### src/rtl/ir_cam_ctrl_if.sv
// ---------------------------------------------------------------------------
// ir_cam_ctrl_if
//   Bundles the decoded-key input stream and the camera control outputs of
//   ir_cam_ctrl.
//
//   master : the key source / observer (IR receiver side, or a testbench).
//   slave  : the ir_cam_ctrl block itself.
//
//   Signals
//     key_code    [7:0] decoded key from the IR receiver
//     key_valid         1-cycle strobe, key_code valid when high
//     brightness  [7:0] brightness offset, unsigned, saturating
//     filter_mode [2:0] current filter index
//     freeze            1 = hold current frame
//     capture_req       1-cycle capture pulse
//     busy              high whenever the controller is not idle
//     unknown_key       1-cycle pulse on an unrecognised code
//   With IR_CTRL_STATUS_EN defined, two status signals are added:
//     last_key    [7:0] code applied most recently
//     unknown_cnt [7:0] saturating count of unknown_key pulses
// ---------------------------------------------------------------------------
interface ir_cam_ctrl_if;
  logic [7:0] key_code;
  logic       key_valid;
  logic [7:0] brightness;
  logic [2:0] filter_mode;
  logic       freeze;
  logic       capture_req;
  logic       busy;
  logic       unknown_key;
`ifdef IR_CTRL_STATUS_EN
  logic [7:0] last_key;
  logic [7:0] unknown_cnt;

  modport master (
    output key_code, key_valid,
    input  brightness, filter_mode, freeze, capture_req, busy, unknown_key,
    input  last_key, unknown_cnt
  );

  modport slave (
    input  key_code, key_valid,
    output brightness, filter_mode, freeze, capture_req, busy, unknown_key,
    output last_key, unknown_cnt
  );
`else
  modport master (
    output key_code, key_valid,
    input  brightness, filter_mode, freeze, capture_req, busy, unknown_key
  );

  modport slave (
    input  key_code, key_valid,
    output brightness, filter_mode, freeze, capture_req, busy, unknown_key
  );
`endif
endinterface

### src/rtl/ir_cam_ctrl.sv
// ---------------------------------------------------------------------------
// ir_cam_ctrl
//   Maps decoded IR remote keys onto camera control registers (brightness,
//   filter mode, freeze) and a capture request pulse. After every recognised
//   key a lockout window swallows further key strobes so one physical press
//   issues one command.
//
//   Ports
//     clk    system clock
//     rst_n  synchronous active-low reset
//     bus    ir_cam_ctrl_if.slave: key_code/key_valid in; brightness,
//            filter_mode, freeze, capture_req, busy, unknown_key out
//
//   Optional feature macro: IR_CTRL_STATUS_EN
//     When defined, bus.last_key (code of the most recent applied key,
//     recognised or not) and bus.unknown_cnt (saturating count of unknown
//     keys) are driven. When undefined that logic does not exist.
//
//   Timing: key_valid sampled at edge N -> updates and pulses visible after
//   edge N+1. A recognised key keeps busy high for 1 + LOCKOUT_CYC cycles,
//   an unrecognised one for 1 cycle.
// ---------------------------------------------------------------------------
module ir_cam_ctrl #(
  parameter logic [7:0] KEY_BRIGHT_UP = 8'h1A,
  parameter logic [7:0] KEY_BRIGHT_DN = 8'h1E,
  parameter logic [7:0] KEY_FILTER    = 8'h12,
  parameter logic [7:0] KEY_FREEZE    = 8'h16,
  parameter logic [7:0] KEY_CAPTURE   = 8'h0D,
  parameter logic [7:0] KEY_RESET     = 8'h0C,
  parameter int         BRIGHT_DEF    = 128,
  parameter int         BRIGHT_STEP   = 16,
  parameter int         NUM_FILTERS   = 4,
  parameter int         LOCKOUT_CYC   = 10000000
) (
  input logic          clk,
  input logic          rst_n,
  ir_cam_ctrl_if.slave bus
);

  localparam logic [1:0] ST_IDLE    = 2'd0;
  localparam logic [1:0] ST_APPLY   = 2'd1;
  localparam logic [1:0] ST_LOCKOUT = 2'd2;

  // $clog2(1) is 0 when LOCKOUT_CYC is 0, so clamp to a 1-bit counter.
  localparam int CNT_RAW = $clog2(LOCKOUT_CYC + 1);
  localparam int CNT_W   = (CNT_RAW < 1) ? 1 : CNT_RAW;
  localparam int CNT_LD  = (LOCKOUT_CYC > 0) ? LOCKOUT_CYC - 1 : 0;
  localparam logic [CNT_W-1:0] CNT_LOAD = CNT_W'(CNT_LD);

  localparam logic [7:0] BRIGHT_RST  = 8'(BRIGHT_DEF);
  localparam logic [7:0] BRIGHT_INC  = 8'(BRIGHT_STEP);
  localparam logic [2:0] FILTER_LAST = 3'(NUM_FILTERS - 1);

  logic [1:0]       state;
  logic [CNT_W-1:0] cnt;
  logic [7:0]       code_q;
  logic [7:0]       brightness;
  logic [2:0]       filter_mode;
  logic             freeze;
  logic             capture_req;
  logic             unknown_key;

  // Brightness arithmetic is done one bit wider so the carry/borrow shows
  // up as bit 8 and can be clamped instead of wrapping.
  function automatic logic [7:0] sat_add(input logic [7:0] a, input logic [7:0] b);
    logic [8:0] s;
    s = {1'b0, a} + {1'b0, b};
    return s[8] ? 8'hFF : s[7:0];
  endfunction

  function automatic logic [7:0] sat_sub(input logic [7:0] a, input logic [7:0] b);
    logic [8:0] s;
    s = {1'b0, a} - {1'b0, b};
    return s[8] ? 8'h00 : s[7:0];
  endfunction

  function automatic logic [7:0] sat_inc8(input logic [7:0] a);
    return (a == 8'hFF) ? a : a + 8'd1;
  endfunction

  // Key decode. Codes are meant to be distinct; if parameters collide the
  // first match in this order wins: RESET, CAPTURE, FREEZE, FILTER, UP, DN.
  logic hit_reset, hit_capture, hit_freeze, hit_filter, hit_up, hit_dn;
  logic recognised;

  always_comb begin
    hit_reset   = (code_q == KEY_RESET);
    hit_capture = !hit_reset && (code_q == KEY_CAPTURE);
    hit_freeze  = !hit_reset && !hit_capture && (code_q == KEY_FREEZE);
    hit_filter  = !hit_reset && !hit_capture && !hit_freeze
                  && (code_q == KEY_FILTER);
    hit_up      = !hit_reset && !hit_capture && !hit_freeze && !hit_filter
                  && (code_q == KEY_BRIGHT_UP);
    hit_dn      = !hit_reset && !hit_capture && !hit_freeze && !hit_filter
                  && !hit_up && (code_q == KEY_BRIGHT_DN);
    recognised  = hit_reset | hit_capture | hit_freeze | hit_filter
                  | hit_up | hit_dn;
  end

  always_ff @(posedge clk) begin
    if (!rst_n) begin
      state       <= ST_IDLE;
      cnt         <= '0;
      code_q      <= 8'h00;
      brightness  <= BRIGHT_RST;
      filter_mode <= 3'd0;
      freeze      <= 1'b0;
      capture_req <= 1'b0;
      unknown_key <= 1'b0;
    end else begin
      // Pulses live for exactly one cycle unless re-asserted below.
      capture_req <= 1'b0;
      unknown_key <= 1'b0;

      case (state)
        ST_IDLE: begin
          if (bus.key_valid) begin
            code_q <= bus.key_code;
            state  <= ST_APPLY;
          end
        end

        ST_APPLY: begin
          if (hit_reset) begin
            brightness  <= BRIGHT_RST;
            filter_mode <= 3'd0;
            freeze      <= 1'b0;
          end
          if (hit_capture) capture_req <= 1'b1;
          if (hit_freeze)  freeze      <= ~freeze;
          if (hit_filter)  filter_mode <= (filter_mode >= FILTER_LAST) ? 3'd0
                                          : filter_mode + 3'd1;
          if (hit_up)      brightness  <= sat_add(brightness, BRIGHT_INC);
          if (hit_dn)      brightness  <= sat_sub(brightness, BRIGHT_INC);

          if (!recognised) begin
            unknown_key <= 1'b1;
            state       <= ST_IDLE;
          end else if (LOCKOUT_CYC > 0) begin
            cnt   <= CNT_LOAD;
            state <= ST_LOCKOUT;
          end else begin
            state <= ST_IDLE;
          end
        end

        ST_LOCKOUT: begin
          // key_valid is deliberately not looked at here: presses are dropped.
          if (cnt == '0) state <= ST_IDLE;
          else           cnt   <= cnt - 1'b1;
        end

        default: state <= ST_IDLE;
      endcase
    end
  end

`ifdef IR_CTRL_STATUS_EN
  logic [7:0] last_key;
  logic [7:0] unknown_cnt;

  always_ff @(posedge clk) begin
    if (!rst_n) begin
      last_key    <= 8'h00;
      unknown_cnt <= 8'h00;
    end else if (state == ST_APPLY) begin
      last_key <= code_q;
      if (!recognised) unknown_cnt <= sat_inc8(unknown_cnt);
    end
  end

  assign bus.last_key    = last_key;
  assign bus.unknown_cnt = unknown_cnt;
`endif

  assign bus.brightness  = brightness;
  assign bus.filter_mode = filter_mode;
  assign bus.freeze      = freeze;
  assign bus.capture_req = capture_req;
  assign bus.unknown_key = unknown_key;
  assign bus.busy        = (state != ST_IDLE);

endmodule

### src/flat_wrapper.sv
// flat-port wrapper written by rule: the top's interface ports become plain ports
module ir_cam_ctrl_flat 
#(
  parameter logic [7:0] KEY_BRIGHT_UP = 8'h1A,
  parameter logic [7:0] KEY_BRIGHT_DN = 8'h1E,
  parameter logic [7:0] KEY_FILTER    = 8'h12,
  parameter logic [7:0] KEY_FREEZE    = 8'h16,
  parameter logic [7:0] KEY_CAPTURE   = 8'h0D,
  parameter logic [7:0] KEY_RESET     = 8'h0C,
  parameter int         BRIGHT_DEF    = 128,
  parameter int         BRIGHT_STEP   = 16,
  parameter int         NUM_FILTERS   = 4,
  parameter int         LOCKOUT_CYC   = 10000000
)
  (clk, rst_n, bus_key_code, bus_key_valid, bus_brightness, bus_filter_mode, bus_freeze, bus_capture_req, bus_busy, bus_unknown_key);
  ir_cam_ctrl_if bus_i ();
  input logic clk;
  input logic rst_n;
  input wire logic [$bits(bus_i.key_code)-1:0] bus_key_code;
  input wire logic [$bits(bus_i.key_valid)-1:0] bus_key_valid;
  output wire logic [$bits(bus_i.brightness)-1:0] bus_brightness;
  output wire logic [$bits(bus_i.filter_mode)-1:0] bus_filter_mode;
  output wire logic [$bits(bus_i.freeze)-1:0] bus_freeze;
  output wire logic [$bits(bus_i.capture_req)-1:0] bus_capture_req;
  output wire logic [$bits(bus_i.busy)-1:0] bus_busy;
  output wire logic [$bits(bus_i.unknown_key)-1:0] bus_unknown_key;
  assign bus_i.key_code = bus_key_code;
  assign bus_i.key_valid = bus_key_valid;
  assign bus_brightness = bus_i.brightness;
  assign bus_filter_mode = bus_i.filter_mode;
  assign bus_freeze = bus_i.freeze;
  assign bus_capture_req = bus_i.capture_req;
  assign bus_busy = bus_i.busy;
  assign bus_unknown_key = bus_i.unknown_key;
  ir_cam_ctrl #(.KEY_BRIGHT_UP(KEY_BRIGHT_UP), .KEY_BRIGHT_DN(KEY_BRIGHT_DN), .KEY_FILTER(KEY_FILTER), .KEY_FREEZE(KEY_FREEZE), .KEY_CAPTURE(KEY_CAPTURE), .KEY_RESET(KEY_RESET), .BRIGHT_DEF(BRIGHT_DEF), .BRIGHT_STEP(BRIGHT_STEP), .NUM_FILTERS(NUM_FILTERS), .LOCKOUT_CYC(LOCKOUT_CYC)) u_core (.clk(clk), .rst_n(rst_n), .bus(bus_i));
endmodule
### config.mk
export PLATFORM = sky130hd
export DESIGN_NAME = ir_cam_ctrl_flat
export DESIGN_NICKNAME = d
export VERILOG_FILES = /design/src/rtl/ir_cam_ctrl_if.sv /design/src/rtl/ir_cam_ctrl.sv /design/src/flat_wrapper.sv
export SDC_FILE = /design/constraint.sdc
export NUM_CORES = 1
export LEC_CHECK = 0
export ABC_AREA = 1
export CORE_MARGIN = 3
export CORE_UTILIZATION = 27
export CTS_CLUSTER_SIZE = 24
export DETAILED_ROUTE_END_ITERATION = 12
export DONT_BUFFER_PORTS = 1
export PLACE_DENSITY = 0.45
export SLEW_MARGIN = 10
export SYNTH_ARGS = -nofsm -noshare
export SYNTH_HDL_FRONTEND = slang
export SYNTH_SLANG_ARGS = --single-unit
### constraint.sdc
create_clock -name clk -period 3.1 [get_ports clk]
set_input_delay 0.775 -clock clk [delete_from_list [all_inputs] [get_ports clk]]
set_output_delay 0.775 -clock clk [all_outputs]
set_load 0.01 [all_outputs]
## Word level (Yosys, flattened, before mapping)

Cells that the tools add are included.
W data, S select, Z words.

- Flip-flop bits (word level): 48
- Bits of input ports: 11
- Output and inout bits: 15
- Logic and storage cells: 78

- $add $sub $neg: 4
- Order comparisons: 1
- Equality and inequality tests: 12
- Multiplexer cells: 19
- Bitwise logic cells: 6
- Reduce and logical (&&, ||, !) cells: 28

Operators with widths:

| cell | number |
|---|---|
| $mux W24 | 2 |
| $pmux W24 S2 | 1 |
| $mux W8 | 5 |
| $eq A8 B5 Y1 const B | 4 |
| $logic_not A24 Y1 | 1 |
| $sub A24 B1 Y24 const B | 1 |
| $eq A8 B4 Y1 const B | 2 |
| $reduce_and A2 Y1 | 6 |
| $add A8 B5 Y9 const B | 1 |
| $logic_and A1 B1 Y1 | 9 |
| $mux W3 | 3 |
| $sub A8 B5 Y9 const B | 1 |
| $reduce_bool A2 Y1 | 4 |
| $mux W2 | 3 |
| $pmux W2 S3 | 1 |
| $logic_not A1 Y1 | 5 |
| $or A1 B1 Y1 | 5 |
| $mux W1 | 4 |
| $ne A2 B1 Y1 const B | 2 |
| $ne A2 B2 Y1 const B | 2 |
| $add A3 B1 Y3 const B | 1 |
| $ge A3 B2 Y1 const B | 1 |
| $reduce_and A3 Y1 | 1 |
| $reduce_bool A3 Y1 | 1 |
| 4 further kinds | 4 |

## Depth between registers and ports, before layout

Gate-level depths: netlist (run 1).

- Depth after elaboration: 18
- Mapped depth: 10
- Gate-level depth less buffers: 10

## Worst setup path before layout (run 1)

No wires, ideal clock.

- Path type: register to register
- From: reg u_core.state[0]
- To: reg u_core.cnt[15]
- Setup time: 141 ps
- Data arrival time: 1,530 ps
- Data required time: 2,959 ps
- Slack: 1,429 ps
- Stages on the path, launching flop included: 10
- Buffers on the path: 2
- Clock period less this slack: 1,671 ps
- Path through: dfxtp_1 -> inv_1 -> ha_1 -> clkbuf_1 -> inv_1 -> nor2_1 -> nor2_4 -> buf_12 -> nand2_1 -> a21oi_2

- Cells in the longest elaborated chain, start to end: 3
- Elaborated cells on any way between the ends: 7
- Those cells by class: 4 x eq/ne; 1 x mux; 2 x reduce/logical

RTL lines:

| element | RTL line | text |
|---|---|---|
| start, declared | ir_cam_ctrl.sv:54 | `logic [1:0] state;` |
| start signal, assigned | ir_cam_ctrl.sv:102 | `state <= ST_IDLE;` |
| start signal, assigned | ir_cam_ctrl.sv:119 | `state <= ST_APPLY;` |
| start signal, assigned | ir_cam_ctrl.sv:138 | `state <= ST_IDLE;` |
| $eq A2 B2 Y1 / $eq A2 B1 Y1 (equally long branches) | ir_cam_ctrl.sv:115 | `case (state)` |
| $ne A2 B2 Y1 (no line) (tied with other cells) | n/a |  |
| $reduce_and A3 Y1 (no line) | n/a |  |
| end signal, assigned | ir_cam_ctrl.sv:150 | `else cnt <= cnt - 1'b1;` |
| end, declared | ir_cam_ctrl.sv:55 | `logic [CNT_W-1:0] cnt;` |

Parallel ways exist; a longest one is shown, timed or not.
A chain may end at the register's enable or synchronous reset.

## Worst setup path in the final report (run 1)

Same ends and word-level chain as after synthesis.

==> results of run 1 <==
power by group:
part	internal [W]	switching (W)	total [W]
logic	0.000367	0.000759	0.00113
registers	0.000667	0.0000880	0.000755
clock network	0.000263	0.000214	0.000478
total	0.00130	0.00106	0.00236
metrics by stage:
| stage | utilization [%] | hold slack [ps] | power, W | std cells | cell area, um^2 |
|---|---|---|---|---|---|
| finish | 30.0 | 470 | 0.00236 | 580 | 3120 |
| global route | 30.0 | 484 | 0.00258 | 580 | 3120 |
| CTS | 30.0 | 470 | 0.00238 | 580 | 3120 |
| detailed placement | 28.9 | 456 | 0.00190 | 572 | 3010 |
| global placement | 28.9 | 451 | 0.00190 | 572 | 3010 |
| floorplan | - | 437 | 0.00168 | 450 | 2930 |
cells in the final DEF (no fill, tap or decap), types with 6 or more instances in the layout:
cell type,synthesis,layout
sky130_fd_sc_hd__nor2_2,6,6
sky130_fd_sc_hd__a21oi_2,10,10
sky130_fd_sc_hd__clkbuf_8,0,6
sky130_fd_sc_hd__nand4_1,14,14
sky130_fd_sc_hd__dfxtp_1,45,45
sky130_fd_sc_hd__inv_1,47,47
sky130_fd_sc_hd__a21oi_1,27,27
sky130_fd_sc_hd__o21ai_0,17,17
sky130_fd_sc_hd__nand3_1,37,37
sky130_fd_sc_hd__nor2_1,62,62
sky130_fd_sc_hd__ha_1,9,9
sky130_fd_sc_hd__nand2_1,117,117
sky130_fd_sc_hd__nand2_2,10,10
kinds of logic after synthesis:
group,after synthesis,synth area share (%)
flip-flops,45,30.8
AND/OR/NAND/NOR,266,41.9
AO/OA/AOI/OAI,60,12.0
XOR/XNOR,7,2.09
adder cells (fa/ha/maj),9,3.85
buffers and inverters,63,9.45
worst max-delay path, cell delays in order, from the launching register on:
cell	delay, ps
sky130_fd_sc_hd__dfxtp_1	360
sky130_fd_sc_hd__inv_1	70
sky130_fd_sc_hd__ha_1	350
sky130_fd_sc_hd__inv_1	310
sky130_fd_sc_hd__nor2_1	130
sky130_fd_sc_hd__nor2_4	450
sky130_fd_sc_hd__nand2_1	120
sky130_fd_sc_hd__a21oi_2	140
registers in the layout, summed over array words and instances (netlist names):
| register | count |
|---|---|
| u_core.bus.brightness | 5 |
| u_core.bus.capture_req | 1 |
| u_core.bus.filter_mode | 3 |
| u_core.bus.freeze | 1 |
| u_core.bus.unknown_key | 1 |
| u_core.cnt | 24 |
| u_core.code_q | 8 |
| u_core.state | 2 |
synthesized netlist by cell type (all sizes together):
| master | number |
|---|---|
| and2 | 1 |
| nor2 | 71 |
| xor2 | 3 |
| a21oi | 37 |
| nand4 | 16 |
| nand3b | 3 |
| ha | 9 |
| nand2 | 127 |
| xnor2 | 4 |
| a211o | 1 |
| inv | 48 |
| or2 | 4 |
| clkbuf | 6 |
| dfxtp | 45 |
| o211ai | 1 |
| nand3 | 39 |
| buf | 9 |
| a21o | 2 |
| a31oi | 1 |
| nor3 | 5 |
| o21ai | 18 |
cell type report:
class | count | share of cell area, %
flip-flops and latches | 45 | 28.8
repair buffers | 1 | 0.240
well taps | 136 | 5.45
clock buffers | 7 | 2.76
clock inverters | 1 | 0.961
multi-input cells | 342 | 56.0
inverters | 48 | 5.77
layer usage:
metal / track usage, % / up-vias
li1: - / 1430
met1: 16.9 / 1231
met2: 20.6 / 27
met3: 2.39 / 2
met4: 2.64 / 0
met5: 0 / -
worst max path at each step:
stage / to / slack, ps / startpoint
4_1_cts: u_core.cnt[15] / 1040 / u_core.state[0]
2_1_floorplan: u_core.cnt[15] / 1430 / u_core.state[0]
3_3_place_gp: u_core.cnt[20] / 1060 / u_core.state[0]
5_1_grt: u_core.cnt[1] / 870 / u_core.state[0]
6_report: u_core.cnt[15] / 1080 / u_core.state[0]
3_5_place_dp: u_core.cnt[15] / 1060 / u_core.state[0]
==> run summary, run 1 <==
### Timing
* number of pins with negative max-slew slack in the final report: 0
* setup ws final: 1080 ps
* share of the clock period used by the worst path: 65.0%
* final critical delay including setup and external delays: 2020 ps
* accumulated negative setup slack: 0 ps
* Setup violations, final: 0
* Final Skew: 11.4 ps
* Hold Fails Final Rpt: 0
* actual slew at the worst max-slew pin: 1020 ps
* RSZ-0062 raised after global routing: false
* Fmax: 496 MHz
* max_slew headroom: 32.0%

### Floorplanning
* area of the die: 12100 um^2
* number of top-level design ports: 26
* effective utilization at floorplan: 28.1%
* Die Y-Extent: 110 um
* number of placement rows: 37
* die outline width: 110 um
* total core area: 10400 um^2

### Critical path
* sort of element at the end of the critical path: flop
* Worst R2R Setup Slack: 1080 ps
* Setup crit start kind: flop
* Worst EP arrival: 2240 ps
* cell count of the worst reg-to-reg path: 7
* critical path peak fanout: 17
* Req. time, crit path: 3330 ps
* Setup CP Type: flop to flop
* reg-to-reg critical path startpoint: u_core.state[0]
* worst r2r dst: u_core.cnt[15]

### Drt
* vias per inst: 4.64
* highest signal layer in the routed design: met4
* initial detailed-routing violation count: 119
* number of remaining DRC errors: 0
* DRT met1 WL: 3660 um
* final routed wirelength across all metal layers: 7270 um
* count of TritonRoute iterations in the first routing pass: 5
* detailed-routed wire length on met3: 191 um
* via count: 2690
* remaining antenna violation count: 0
* sum of met2 wire segment lengths after detailed routing: 3370 um
* average routed wire per standard cell: 12.5 um

### Global route
* total routing usage reported by global routing: 12.5%
* number of global-route vias before repair: 2513
* wire length of the first global-routing pass: 12100 um
* total gr overflow: 0
* largest net degree at the start of global routing: 26
* number of antenna violations at the first check in global routing: 0

### Power and ir drop
* worst voltage drop across the vdd grid: 0.295 mV
* Lkg Pwr: 1.35 nW
* total power per unit cell area: 755 nW/um^2

### Worst hold path
* startpoint of the tightest hold check path: u_core.cnt[1]
* end point of the worst hold path: u_core.cnt[1]
* hold crit path type: flop to flop
* cell depth of the worst min-delay path: 2

### Clock tree
* CTS hold repair buffers: 0
* cells resized by post-CTS repair: 0
* clock tree buffer depth: 2
* CTS Buf Count: 5
* clock insertion delay at the later pin of the skew report: 300 ps
* clock tree from TritonCTS: built
* Clk pin slew, worst setup/hold paths: 100 ps
* setup repair bufs after CTS: 0
* total number of H-tree levels: 2
* Clk Tree Root Cell: sky130_fd_sc_hd__clkbuf_8
* clock sink count: 45

### Logic synthesis
* post-synthesis area per instance: 6.50 um^2
* total of flip-flops plus latches after synthesis: 45
* number of warnings reported in the yosys synthesis log: 0
* synthesized netlist net count: 470
* gate count after technology mapping: 450
* Unique masters post-synth: 34
* most area-hungry cell type in the Yosys netlist: sky130_fd_sc_hd__dfxtp_1
* main area contributors after synthesis: sky130_fd_sc_hd__dfxtp_1 31%, sky130_fd_sc_hd__nand2_1 15%, sky130_fd_sc_hd__nor2_1 8.0%, sky130_fd_sc_hd__nand3_1 6.3%, sky130_fd_sc_hd__inv_1 6.0%
* area share of the leading cell type in the synthesized netlist: 30.8%
* sequential area share after synthesis: 30.8%
* Cell Area, Synth: 2930 um^2

### Finish
* # fillers: 1160
* Sequential cell area: 901 um^2
* multi-input logic area: 1750 um^2
* net total in the final layout: 463
* diode insertion count for antenna repair: 0
* fraction of layout instances using a drive strength above 1: 10.6%
* area growth from synthesis to layout: 6.76%

### Place
* minimum setup slack after placement: 1060 ps
* count of port buffers added during placement: 0
* Final Wtd Congestion: 0.818
* HPWL reported at the end of detailed placement: 5350 um

### Status
* status: complete, no violations

### Job
* count of maximum capacitance violations: 0

(Power assumes the default switching activity.)
==> inputs of run 2 (changes only) <==
- clock period: 3.1 -> 1.87 ns (I/O delays scaled with it)
==> run 2 against run 1 <==
Clock-buffer cell count is 1 lower. Routed wire length is 0.15% higher. Clock skew is 2.4 ps higher. Combinational power is 76% higher. Critical path type unchanged. Register-to-register slack worse by 880 ps. Critical path depth is 1 higher. Global-route usage is 0.23 points higher.
==> run summary, run 2 (same netlist as run 1, synthesis figures left out) <==
### Status
* status: complete, no violations

### Finish
* Largest regs: u_core.cnt x24, u_core.code_q x8, u_core.bus.brightness x5
* max FFs per register: 24
* diode insertion count for antenna repair: 0
* # fillers: 1136
* register bank with the most flops: u_core.cnt
* fraction of layout instances using a drive strength above 1: 12.8%
* top library cells by usage in the layout, fill and taps aside: 117 x sky130_fd_sc_hd__nand2_1, 62 x sky130_fd_sc_hd__nor2_1, 47 x sky130_fd_sc_hd__inv_1
* most common cell after layout, fill and taps aside: sky130_fd_sc_hd__nand2_1
* Finished Layout Cells: 590
* net total in the final layout: 473
* area growth from synthesis to layout: 10.0%

### Drt
* average routed wire per standard cell: 12.3 um
* remaining antenna violation count: 0
* count of TritonRoute iterations in the first routing pass: 4
* number of remaining DRC errors: 0
* final routed wirelength across all metal layers: 7280 um
* initial detailed-routing violation count: 101
* vias per inst: 4.66
* via count: 2751

### Timing
* Final Skew: 13.8 ps
* accumulated negative setup slack: 0 ps
* RSZ-0062 raised after global routing: false
* Setup violations, final: 0
* final critical delay including setup and external delays: 1670 ps
* Fmax: 599 MHz
* number of pins with negative max-slew slack in the final report: 0
* max_slew headroom: 70.6%
* share of the clock period used by the worst path: 89.3%
* Hold Fails Final Rpt: 0
* actual slew at the worst max-slew pin: 441 ps

### Clock tree
* CTS Buf Count: 5
* setup repair bufs after CTS: 0
* Clk pin slew, worst setup/hold paths: 100 ps
* clock tree buffer depth: 2
* Clk Tree Root Cell: sky130_fd_sc_hd__clkbuf_8
* clock tree from TritonCTS: built
* clock sink count: 45
* clock insertion delay at the later pin of the skew report: 300 ps
* total number of H-tree levels: 2

### Global route
* wire length of the first global-routing pass: 12300 um
* met2 routing resource usage after global routing: 22.5%
* total gr overflow: 0
* largest net degree at the start of global routing: 23
* GRT busiest layer: met2
* total routing usage reported by global routing: 12.7%
* global-route track usage on met1: 15.6%
* number of global-route vias before repair: 2611
* number of antenna violations at the first check in global routing: 0
* met3 capacity usage during global routing: 2.56%

### Floorplanning
* number of placement rows: 37
* effective utilization at floorplan: 28.1%
* die outline width: 110 um
* area of the die: 12100 um^2
* total core area: 10400 um^2
* number of top-level design ports: 26
* Die Y-Extent: 110 um

### Critical path
* worst r2r dst: u_core.cnt[15]
* reg-to-reg critical path startpoint: u_core.cnt[5]
* Req. time, crit path: 2110 ps
* cell count of the worst reg-to-reg path: 8
* Worst R2R Setup Slack: 200 ps
* critical path peak fanout: 5
* Setup crit start kind: flop
* Worst EP arrival: 1910 ps
* Setup CP Type: flop to flop
* sort of element at the end of the critical path: flop

### Job
* count of maximum capacitance violations: 0

### Place
* Final Wtd Congestion: 0.807
* count of port buffers added during placement: 0
* Inst Count DP: 582
* HPWL reported at the end of detailed placement: 5550 um

### Power and ir drop
* Lkg Pwr: 1.40 nW
* worst voltage drop across the vdd grid: 0.434 mV
* Tot Pwr: 0.00403 W
* total power per unit cell area: 1250 nW/um^2

### Worst hold path
* hold crit path type: input pin to flop
* end point of the worst hold path: u_core.bus.brightness[7]
* startpoint of the tightest hold check path: rst_n
* cell depth of the worst min-delay path: 1

==> run 2: what timing repair did <==
item	4_1_cts	5_1_grt
endpoints found under the setup margin	0	1
hold buffers	0	0
resized for setup	0	1
==> run 2: cell type report <==
class / instances / area, um^2 / area share, %
clock inverter: 2 / 37.5 / 1.17
clock buffer: 6 / 82.6 / 2.56
timing repair buffer: 11 / 95.1 / 2.95
tap: 136 / 170 / 5.28
inverter: 48 / 180 / 5.59
sequential: 45 / 901 / 28.0
multi-input combinational: 342 / 1750 / 54.5
==> run 2: critical path: stages, from the launching register on <==
cell and delay (ps):
sky130_fd_sc_hd__dfxtp_1 370, sky130_fd_sc_hd__nor2_1 240, sky130_fd_sc_hd__nand2_1 170, sky130_fd_sc_hd__nor2_4 210, sky130_fd_sc_hd__nand2_1 100, sky130_fd_sc_hd__or2_2 280
sky130_fd_sc_hd__nand3_1 70, sky130_fd_sc_hd__nand2_1 60, sky130_fd_sc_hd__a21oi_2 110
==> run 2: report_power, final <==
part           internal [W]  total (W)  switching (W)
logic              0.000688    0.00199        0.00130
clock network      0.000435   0.000794       0.000358
registers           0.00110    0.00125       0.000143
total               0.00223    0.00403        0.00180
==> run 2: how the worst max path moves through the flow <==
stage / startpoint / end / cells after the start
2_1_floorplan: u_core.state[0] / u_core.cnt[15] / 9
3_3_place_gp: u_core.cnt[2] / u_core.cnt[21] / 10
3_5_place_dp: u_core.cnt[3] / u_core.cnt[21] / 10
4_1_cts: u_core.cnt[3] / u_core.cnt[21] / 10
5_1_grt: u_core.cnt[0] / u_core.cnt[22] / 9
6_report: u_core.cnt[5] / u_core.cnt[15] / 8
==> run 2: through the flow <==
stage          instance area [um^2]  setup WS [ps]  hold WS (ps)  util (%)
2_1_floorplan                  2930            199           437         -
3_5_place_dp                   3100            198           457      29.7
6_report                       3220            199           267      30.9
3_3_place_gp                   3100            188           451      29.7
5_1_grt                        3220           41.0           241      30.9
4_1_cts                        3220            179           251      30.9
==> run 2: per-layer routing <==
metal  wire length [um]  vias up
li1                   -     1452
met1               3380     1256
met2               3560       41
met3                296        2
met4                 46        0
met5                  0        -
